**config.mk**
```make
export PLATFORM = sky130hd
export DESIGN_NAME = crc_serial_arbiter
export DESIGN_NICKNAME = d
export VERILOG_FILES = /design/src/rtl/crc_arb_pkg.sv /design/src/rtl/crc_rr_arbiter.sv /design/src/rtl/crc_serial_arbiter.sv
export SDC_FILE = /design/constraint.sdc
export NUM_CORES = 1
export LEC_CHECK = 0
export ABC_CLOCK_PERIOD_IN_PS = 2000
export CAP_MARGIN = 20
export CORE_MARGIN = 1
export CORE_UTILIZATION = 45
export DETAILED_ROUTE_END_ITERATION = 6
export GPL_TIMING_DRIVEN = 0
export PLACE_DENSITY = 0.78
export RECOVER_POWER = 25
export SETUP_SLACK_MARGIN = 0.4
export SLEW_MARGIN = 20
export SYNTH_ARGS = -nofsm -noshare
export SYNTH_HDL_FRONTEND = slang
export SYNTH_SLANG_ARGS = --single-unit
```
**constraint.sdc**
```tcl
create_clock -name clk -period 2 [get_ports clk]
set_input_delay 0.4 -clock clk [delete_from_list [all_inputs] [get_ports clk]]
set_output_delay 0.4 -clock clk [all_outputs]
set_load 0.02 [all_outputs]
```
**src/rtl/crc_arb_pkg.sv**
```systemverilog
// Shared types and constants for the serial CRC arbiter.
// Optional feature macro: CRC_ARB_TIMEOUT_EN (bounded WAIT with abort).
package crc_arb_pkg;

  localparam int unsigned CRC_W           = 8;
  localparam int unsigned BYTE_W          = 8;
  localparam int unsigned ID_W            = 2;
  localparam int unsigned BIT_CNT_W       = 3;
  localparam int unsigned TIMEOUT_CYC_DEF = 64;

  typedef enum logic [2:0] {
    ST_IDLE,
    ST_CLR,
    ST_LOAD,
    ST_SHIFT,
    ST_WAIT,
    ST_DONE
  } arb_state_e;

  // Result payload presented on res_*.
  typedef struct packed {
    logic              err;
    logic [ID_W-1:0]   id;
    logic [CRC_W-1:0]  crc;
  } crc_res_t;

  // Index of the set bit in a one-hot vector of up to four requesters.
  function automatic logic [ID_W-1:0] onehot_to_idx(input logic [3:0] oh);
    logic [ID_W-1:0] idx;
    idx = '0;
    for (int i = 0; i < 4; i++) begin
      if (oh[i]) idx = ID_W'(i);
    end
    return idx;
  endfunction

endpackage

```
**src/rtl/crc_rr_arbiter.sv**
```systemverilog
// Round-robin arbiter: one-hot grant from the requester after the last accepted one.
module crc_rr_arbiter
  import crc_arb_pkg::*;
#(
  parameter int unsigned N_REQ = 2
) (
  input  logic             clk,
  input  logic             rst_n,
  input  logic [N_REQ-1:0] req_i,
  input  logic             accept_i,
  output logic [N_REQ-1:0] gnt_c_o
);

  localparam int unsigned PTR_W = (N_REQ > 2) ? 2 : 1;

  logic [PTR_W-1:0] ptr_q, ptr_d;

  // Rotating-priority search starting at ptr_q; pointer advances only on accept.
  always_comb begin
    logic [PTR_W:0]   sum;
    logic [PTR_W-1:0] idx;
    logic             found;
    gnt_c_o = '0;
    ptr_d   = ptr_q;
    found   = 1'b0;
    sum     = '0;
    idx     = '0;
    for (int unsigned k = 0; k < N_REQ; k++) begin
      sum = {1'b0, ptr_q} + (PTR_W+1)'(k);
      if (sum >= (PTR_W+1)'(N_REQ)) sum = sum - (PTR_W+1)'(N_REQ);
      idx = sum[PTR_W-1:0];
      if (!found && req_i[idx]) begin
        found        = 1'b1;
        gnt_c_o[idx] = 1'b1;
        if (accept_i) begin
          ptr_d = (idx == PTR_W'(N_REQ - 1)) ? '0 : idx + PTR_W'(1);
        end
      end
    end
  end

  // Priority pointer register; requester 0 has priority out of reset.
  always_ff @(posedge clk or negedge rst_n) begin
    if (!rst_n) ptr_q <= '0;
    else        ptr_q <= ptr_d;
  end

endmodule

```
**src/rtl/crc_serial_arbiter.sv**
```systemverilog
// Arbitrates byte-stream frames from N_REQ requesters onto a bit-serial CRC
// engine and reports the engine result per frame.
// Optional feature macro: CRC_ARB_TIMEOUT_EN (abort WAIT after TIMEOUT_CYC cycles).
module crc_serial_arbiter
  import crc_arb_pkg::*;
#(
  parameter int unsigned N_REQ       = 2,
  parameter int unsigned TIMEOUT_CYC = TIMEOUT_CYC_DEF
) (
  input  logic                    clk,
  input  logic                    rst_n,
  input  logic [N_REQ-1:0]        s_valid,
  input  logic [BYTE_W*N_REQ-1:0] s_data,
  input  logic [N_REQ-1:0]        s_last,
  output logic [N_REQ-1:0]        s_ready,
  output logic                    crc_clr,
  output logic                    crc_din,
  output logic                    crc_din_vld,
  input  logic [CRC_W-1:0]        crc_dout,
  input  logic                    crc_dout_vld,
  output logic                    res_valid,
  output logic [CRC_W-1:0]        res_crc,
  output logic [ID_W-1:0]         res_id,
  output logic                    res_err
);

  // TIMEOUT_CYC only sizes the optional WAIT counter; a zero value is meaningless.
  if (TIMEOUT_CYC == 0) begin : g_tmo_cfg_zero
  end

  arb_state_e            state_q, state_d;
  logic [N_REQ-1:0]      grant_q, grant_d;
  logic [BYTE_W-1:0]     byte_q, byte_d;
  logic                  last_q, last_d;
  logic [BIT_CNT_W-1:0]  bit_cnt_q, bit_cnt_d;
  crc_res_t              res_q, res_d;
  logic [N_REQ-1:0]      s_ready_q, s_ready_d;
  logic                  crc_clr_q, crc_clr_d;
  logic                  crc_din_q, crc_din_d;
  logic                  crc_din_vld_q, crc_din_vld_d;
  logic                  res_valid_q, res_valid_d;

`ifdef CRC_ARB_TIMEOUT_EN
  localparam int unsigned TMO_W = $clog2(TIMEOUT_CYC + 1);
  logic [TMO_W-1:0]      tmo_cnt_q, tmo_cnt_d;
`endif

  logic [N_REQ-1:0]      arb_gnt_c;
  logic                  arb_accept_c;
  logic [BYTE_W-1:0]     sel_byte_c;
  logic                  sel_last_c;
  logic                  xfer_c;

  crc_rr_arbiter #(.N_REQ(N_REQ)) u_rr (
    .clk      (clk),
    .rst_n    (rst_n),
    .req_i    (s_valid),
    .accept_i (arb_accept_c),
    .gnt_c_o  (arb_gnt_c)
  );

  // Byte and last flag of the granted requester.
  always_comb begin
    sel_byte_c = '0;
    sel_last_c = 1'b0;
    for (int unsigned i = 0; i < N_REQ; i++) begin
      if (grant_q[i]) begin
        sel_byte_c = s_data[i*BYTE_W +: BYTE_W];
        sel_last_c = s_last[i];
      end
    end
  end

  assign xfer_c = |(s_valid & s_ready_q);

  // Next state, datapath and next values of the registered outputs.
  always_comb begin
    state_d      = state_q;
    grant_d      = grant_q;
    byte_d       = byte_q;
    last_d       = last_q;
    bit_cnt_d    = bit_cnt_q;
    res_d        = res_q;
    arb_accept_c = 1'b0;
`ifdef CRC_ARB_TIMEOUT_EN
    tmo_cnt_d    = '0;
`endif

    case (state_q)
      ST_IDLE: begin
        if (|s_valid) begin
          grant_d      = arb_gnt_c;
          arb_accept_c = 1'b1;
          state_d      = ST_CLR;
        end
      end
      ST_CLR: state_d = ST_LOAD;
      ST_LOAD: begin
        if (xfer_c) begin
          byte_d    = sel_byte_c;
          last_d    = sel_last_c;
          bit_cnt_d = '0;
          state_d   = ST_SHIFT;
        end
      end
      ST_SHIFT: begin
        bit_cnt_d = bit_cnt_q + BIT_CNT_W'(1);
        if (bit_cnt_q == BIT_CNT_W'(7)) begin
          state_d = last_q ? ST_WAIT : ST_LOAD;
        end
      end
      ST_WAIT: begin
        if (crc_dout_vld) begin
          res_d.crc = crc_dout;
          res_d.id  = onehot_to_idx(4'(grant_q));
          res_d.err = 1'b0;
          state_d   = ST_DONE;
        end
`ifdef CRC_ARB_TIMEOUT_EN
        else if (tmo_cnt_q == TMO_W'(TIMEOUT_CYC - 1)) begin
          res_d.crc = '0;
          res_d.id  = onehot_to_idx(4'(grant_q));
          res_d.err = 1'b1;
          state_d   = ST_DONE;
        end else begin
          tmo_cnt_d = tmo_cnt_q + TMO_W'(1);
        end
`endif
      end
      ST_DONE: state_d = ST_IDLE;
      default: state_d = ST_IDLE;
    endcase

    // Outputs are registered from the next state so they line up with it.
    s_ready_d     = (state_d == ST_LOAD) ? grant_d : '0;
    crc_clr_d     = (state_d == ST_CLR);
    crc_din_vld_d = (state_d == ST_SHIFT);
    crc_din_d     = crc_din_vld_d & byte_d[BIT_CNT_W'(7) - bit_cnt_d];
    res_valid_d   = (state_d == ST_DONE);
  end

  // State, datapath and output registers.
  always_ff @(posedge clk or negedge rst_n) begin
    if (!rst_n) begin
      state_q       <= ST_IDLE;
      grant_q       <= '0;
      byte_q        <= '0;
      last_q        <= 1'b0;
      bit_cnt_q     <= '0;
      res_q         <= '0;
      s_ready_q     <= '0;
      crc_clr_q     <= 1'b0;
      crc_din_q     <= 1'b0;
      crc_din_vld_q <= 1'b0;
      res_valid_q   <= 1'b0;
`ifdef CRC_ARB_TIMEOUT_EN
      tmo_cnt_q     <= '0;
`endif
    end else begin
      state_q       <= state_d;
      grant_q       <= grant_d;
      byte_q        <= byte_d;
      last_q        <= last_d;
      bit_cnt_q     <= bit_cnt_d;
      res_q         <= res_d;
      s_ready_q     <= s_ready_d;
      crc_clr_q     <= crc_clr_d;
      crc_din_q     <= crc_din_d;
      crc_din_vld_q <= crc_din_vld_d;
      res_valid_q   <= res_valid_d;
`ifdef CRC_ARB_TIMEOUT_EN
      tmo_cnt_q     <= tmo_cnt_d;
`endif
    end
  end

  assign s_ready     = s_ready_q;
  assign crc_clr     = crc_clr_q;
  assign crc_din     = crc_din_q;
  assign crc_din_vld = crc_din_vld_q;
  assign res_valid   = res_valid_q;
  assign res_crc     = res_q.crc;
  assign res_id      = res_q.id;
  assign res_err     = res_q.err;

endmodule

```
==> impl_metrics.ini <==
[run_status]
status = finished, final reports clean

[floorplan]
die_w_um = 60.1
initial_utilization_pct = 48.5
ios = 48
die-area_um2 = 3610
dieHeight_um = 60.1
coreArea_um2 = 3130
rows = 20

[power]
p_int_uw = 1740
cellLeakagePower_uw = 0.00107
clockPowerShare_pct = 14.0
p_seq_share_pct = 36.6
combPwrFrac_pct = 49.3
total_power_uw = 2820
switchingPower_uw = 1070
ir_drop_mv = 0.657
switching_share_pct = 38.1
pwr_density_cell_nw_per_um2 = 1250

[route]
dr.pass1.iters = 4
drt_iter0_markers = 41
vias_per_cell = 5.33
drc_errors = 0
wl_mm = 3.81
ant_nets = 0
wl_per_cell_um = 16.0
vias = 1274

[global_routing]
grt_remaining_overflow = 0
grtUsageTotal_pct = 23.4
grt_max_degree = 34
grt_pass1_wl_mm = 5.96
grt_pass1_vias = 1328
antenna_found_initial = 0

[logic_synthesis]
yosys_warnings = 0
synthCells = 128
synth_ff_type = dfrtp_1
synth-seq-area-share_pct = 54.5
synth_edf_count = 0
ys_ff_latch = 33
syn_area_um2 = 1520
syn_avg_cell_area_um2 = 11.8
synthArstFlopShare_pct = 100
ys_types = 44

[cells_and_area]
area_delta_synth_final_pct = 48.1
antenna_cells = 0
fillers = 240
nNetsFinal = 227
drive_above_1_share_pct = 27.7
final_cells = 239
multi_input_area_um2 = 723
seqCellArea_um2 = 832

[sta]
period_minus_slack_ns = 1.85
max_freq_mhz = 540
relSlewSlack_pct = 52.7
rsz0062_at_grt = true
worst_clock_skew_ns = 0.0190
worst_pin_slew_ns = 0.710
finalMaxSlewViolations = 0
setup_tns_ns = 0
fin_crit_sh_pct = 92.7
finalWorstSetupSlack_ns = 0.147
setup_viol = 0
finalHoldViolations = 0

[worst_setup_path]
r2r.worst_path.cells = 5
worstSetupPathType = flip-flop to flip-flop
crit_fanout = 3
critical_path_required_ns = 2.27
start_kind = flip-flop
endpoint_kind = flip-flop
cp.arrival_ns = 2.12

[placed_design]
place.gp.congestion = 0.809
portBuffers = 45
post-dp-hpwl_mm = 2.61
dp_slack_ns = -0.464
dp.cells = 218

[cts]
clk_pin_slew_ns = 0.11
root_buffer = clkbuf_4
htree_levels = 2
clock-sinks = 33
cts_tree = done
cts_hold_buf = 0
cts_buffer_depth = 2
insertion_delay_ns = 0.35
cts_buffers = 5

[job]
maxCapViolations = 0

[hold_path]
min_path_type = primary input to asynchronous set/reset pin
[critical path, cell delays in order, from the launching register on]
cell      delay [ns]
dfrtp_2         0.46
a221oi_4        0.34
a211oi_2        0.08
or3_4           0.34
or4_4           0.44
a21oi_2         0.11
[flip-flops by register name, summed over array words and instances (netlist names)]
signal / flops
bit_cnt_q: 3
byte_q: 8
crc_clr: 1
crc_din: 1
crc_din_vld: 1
grant_q: 2
last_q: 1
res_crc: 8
res_id: 1
res_valid: 1
s_ready: 2
state_q: 3
u_rr.ptr_q: 1
[power groups by stage]
stage          logic [uW]  registers (uW)  clock network, uW
6_report             1390            1030                395
5_1_grt              1520            1050                421
4_1_cts              1280            1020                401
3_5_place_dp         1100            1030                  0
3_3_place_gp         1050            1010                  0
2_1_floorplan         732            1030                  0
[cells in the mapped netlist (2+ instances only)]
cell type | count | area share (%)
dfrtp_1 | 33 | 54
nor3_1 | 2 | 0.66
o21ai_0 | 7 | 2.3
a22oi_1 | 7 | 3.5
a31o_1 | 2 | 1.2
buf_4 | 2 | 0.99
a21oi_1 | 6 | 2.0
mux2_1 | 9 | 6.7
inv_1 | 6 | 1.5
ha_1 | 2 | 1.6
nand2_1 | 14 | 3.5
a31oi_1 | 2 | 0.82
o211ai_1 | 2 | 0.99
nor2_1 | 2 | 0.50
nor2b_1 | 3 | 1.2
[per-layer routing]
layer,GRT usage (%),routed length [um]
met5,0,0
met4,14.3,107
met3,4.55,100
met2,39.7,2000
met1,27.1,1600
[layout make-up]
type                    instances  area share [%]
flip-flops and latches         33            37.0
multi-input cells              85            32.2
repair buffers                 58            23.2
clock buffers                   8            2.62
well taps                      44            2.45
plain buffers                   5            1.45
inverters                       6            1.00
[path summary, 6_finish.rpt]
kind                            start  slack [ns]    endpoint
hold reg to reg            res_crc[0]        0.49  res_crc[0]
hold / removal                  rst_n        0.09   byte_q[3]
min in group clk           res_crc[0]        0.49  res_crc[0]
setup / recovery           s_ready[1]        0.15  s_ready[0]
max in group asynchronous       rst_n        1.40  s_ready[0]
setup reg to reg           s_ready[1]        0.15  s_ready[0]
[stage by stage]
step                area (um2)  util [%]  hold slack (ns)
finish                    2250      71.8           0.0909
global route              2250      71.8            0.159
CTS                       2190      70.0            0.116
detailed placement        2050      65.5            0.484
global placement          2050      65.7            0.463
floorplan                 1550         -            0.104
[cell families (layout without fill, tap and decap cells)]
family | after synthesis | in the layout | synth area share (%)
other cells | 1 | 2 | 0.247
flops | 33 | 33 | 54.5
compound gates | 40 | 40 | 19.8
mux | 10 | 10 | 8.17
simple gates | 31 | 31 | 12.4
buf+inv | 11 | 77 | 3.30
fa+ha+maj | 2 | 2 | 1.65
[timing repair]
item,4_1_cts,5_1_grt
gates cloned,0,0
resized for setup,30,5
buffers inserted,8,5
pin swaps,4,2
endpoints found under the setup margin,28,7
[cell usage in the layout, fill, tap and decap left out, types with 2 or more instances in the layout]
| master | Yosys | routed |
|---|---|---|
| clkbuf_4 | 0 | 5 |
| inv_1 | 6 | 6 |
| buf_2 | 1 | 2 |
| a31oi_1 | 2 | 2 |
| a21oi_2 | 1 | 4 |
| buf_4 | 2 | 16 |
| dfrtp_1 | 33 | 28 |
| clkdlybuf4s50_1 | 0 | 27 |
| a22oi_1 | 7 | 7 |
| o21ai_0 | 7 | 6 |
| a21oi_1 | 6 | 3 |
| dlygate4sd2_1 | 0 | 17 |
| clkbuf_1 | 1 | 2 |
| o211ai_1 | 2 | 2 |
| mux2_1 | 9 | 9 |
| a31o_1 | 2 | 2 |
| nor3_1 | 2 | 2 |
| nor2b_1 | 3 | 2 |
| nand2_1 | 14 | 12 |
| nand2_2 | 0 | 2 |
| conb_1 | 1 | 2 |
| dfrtp_2 | 0 | 5 |
Power figures use the tool's default switching activity.
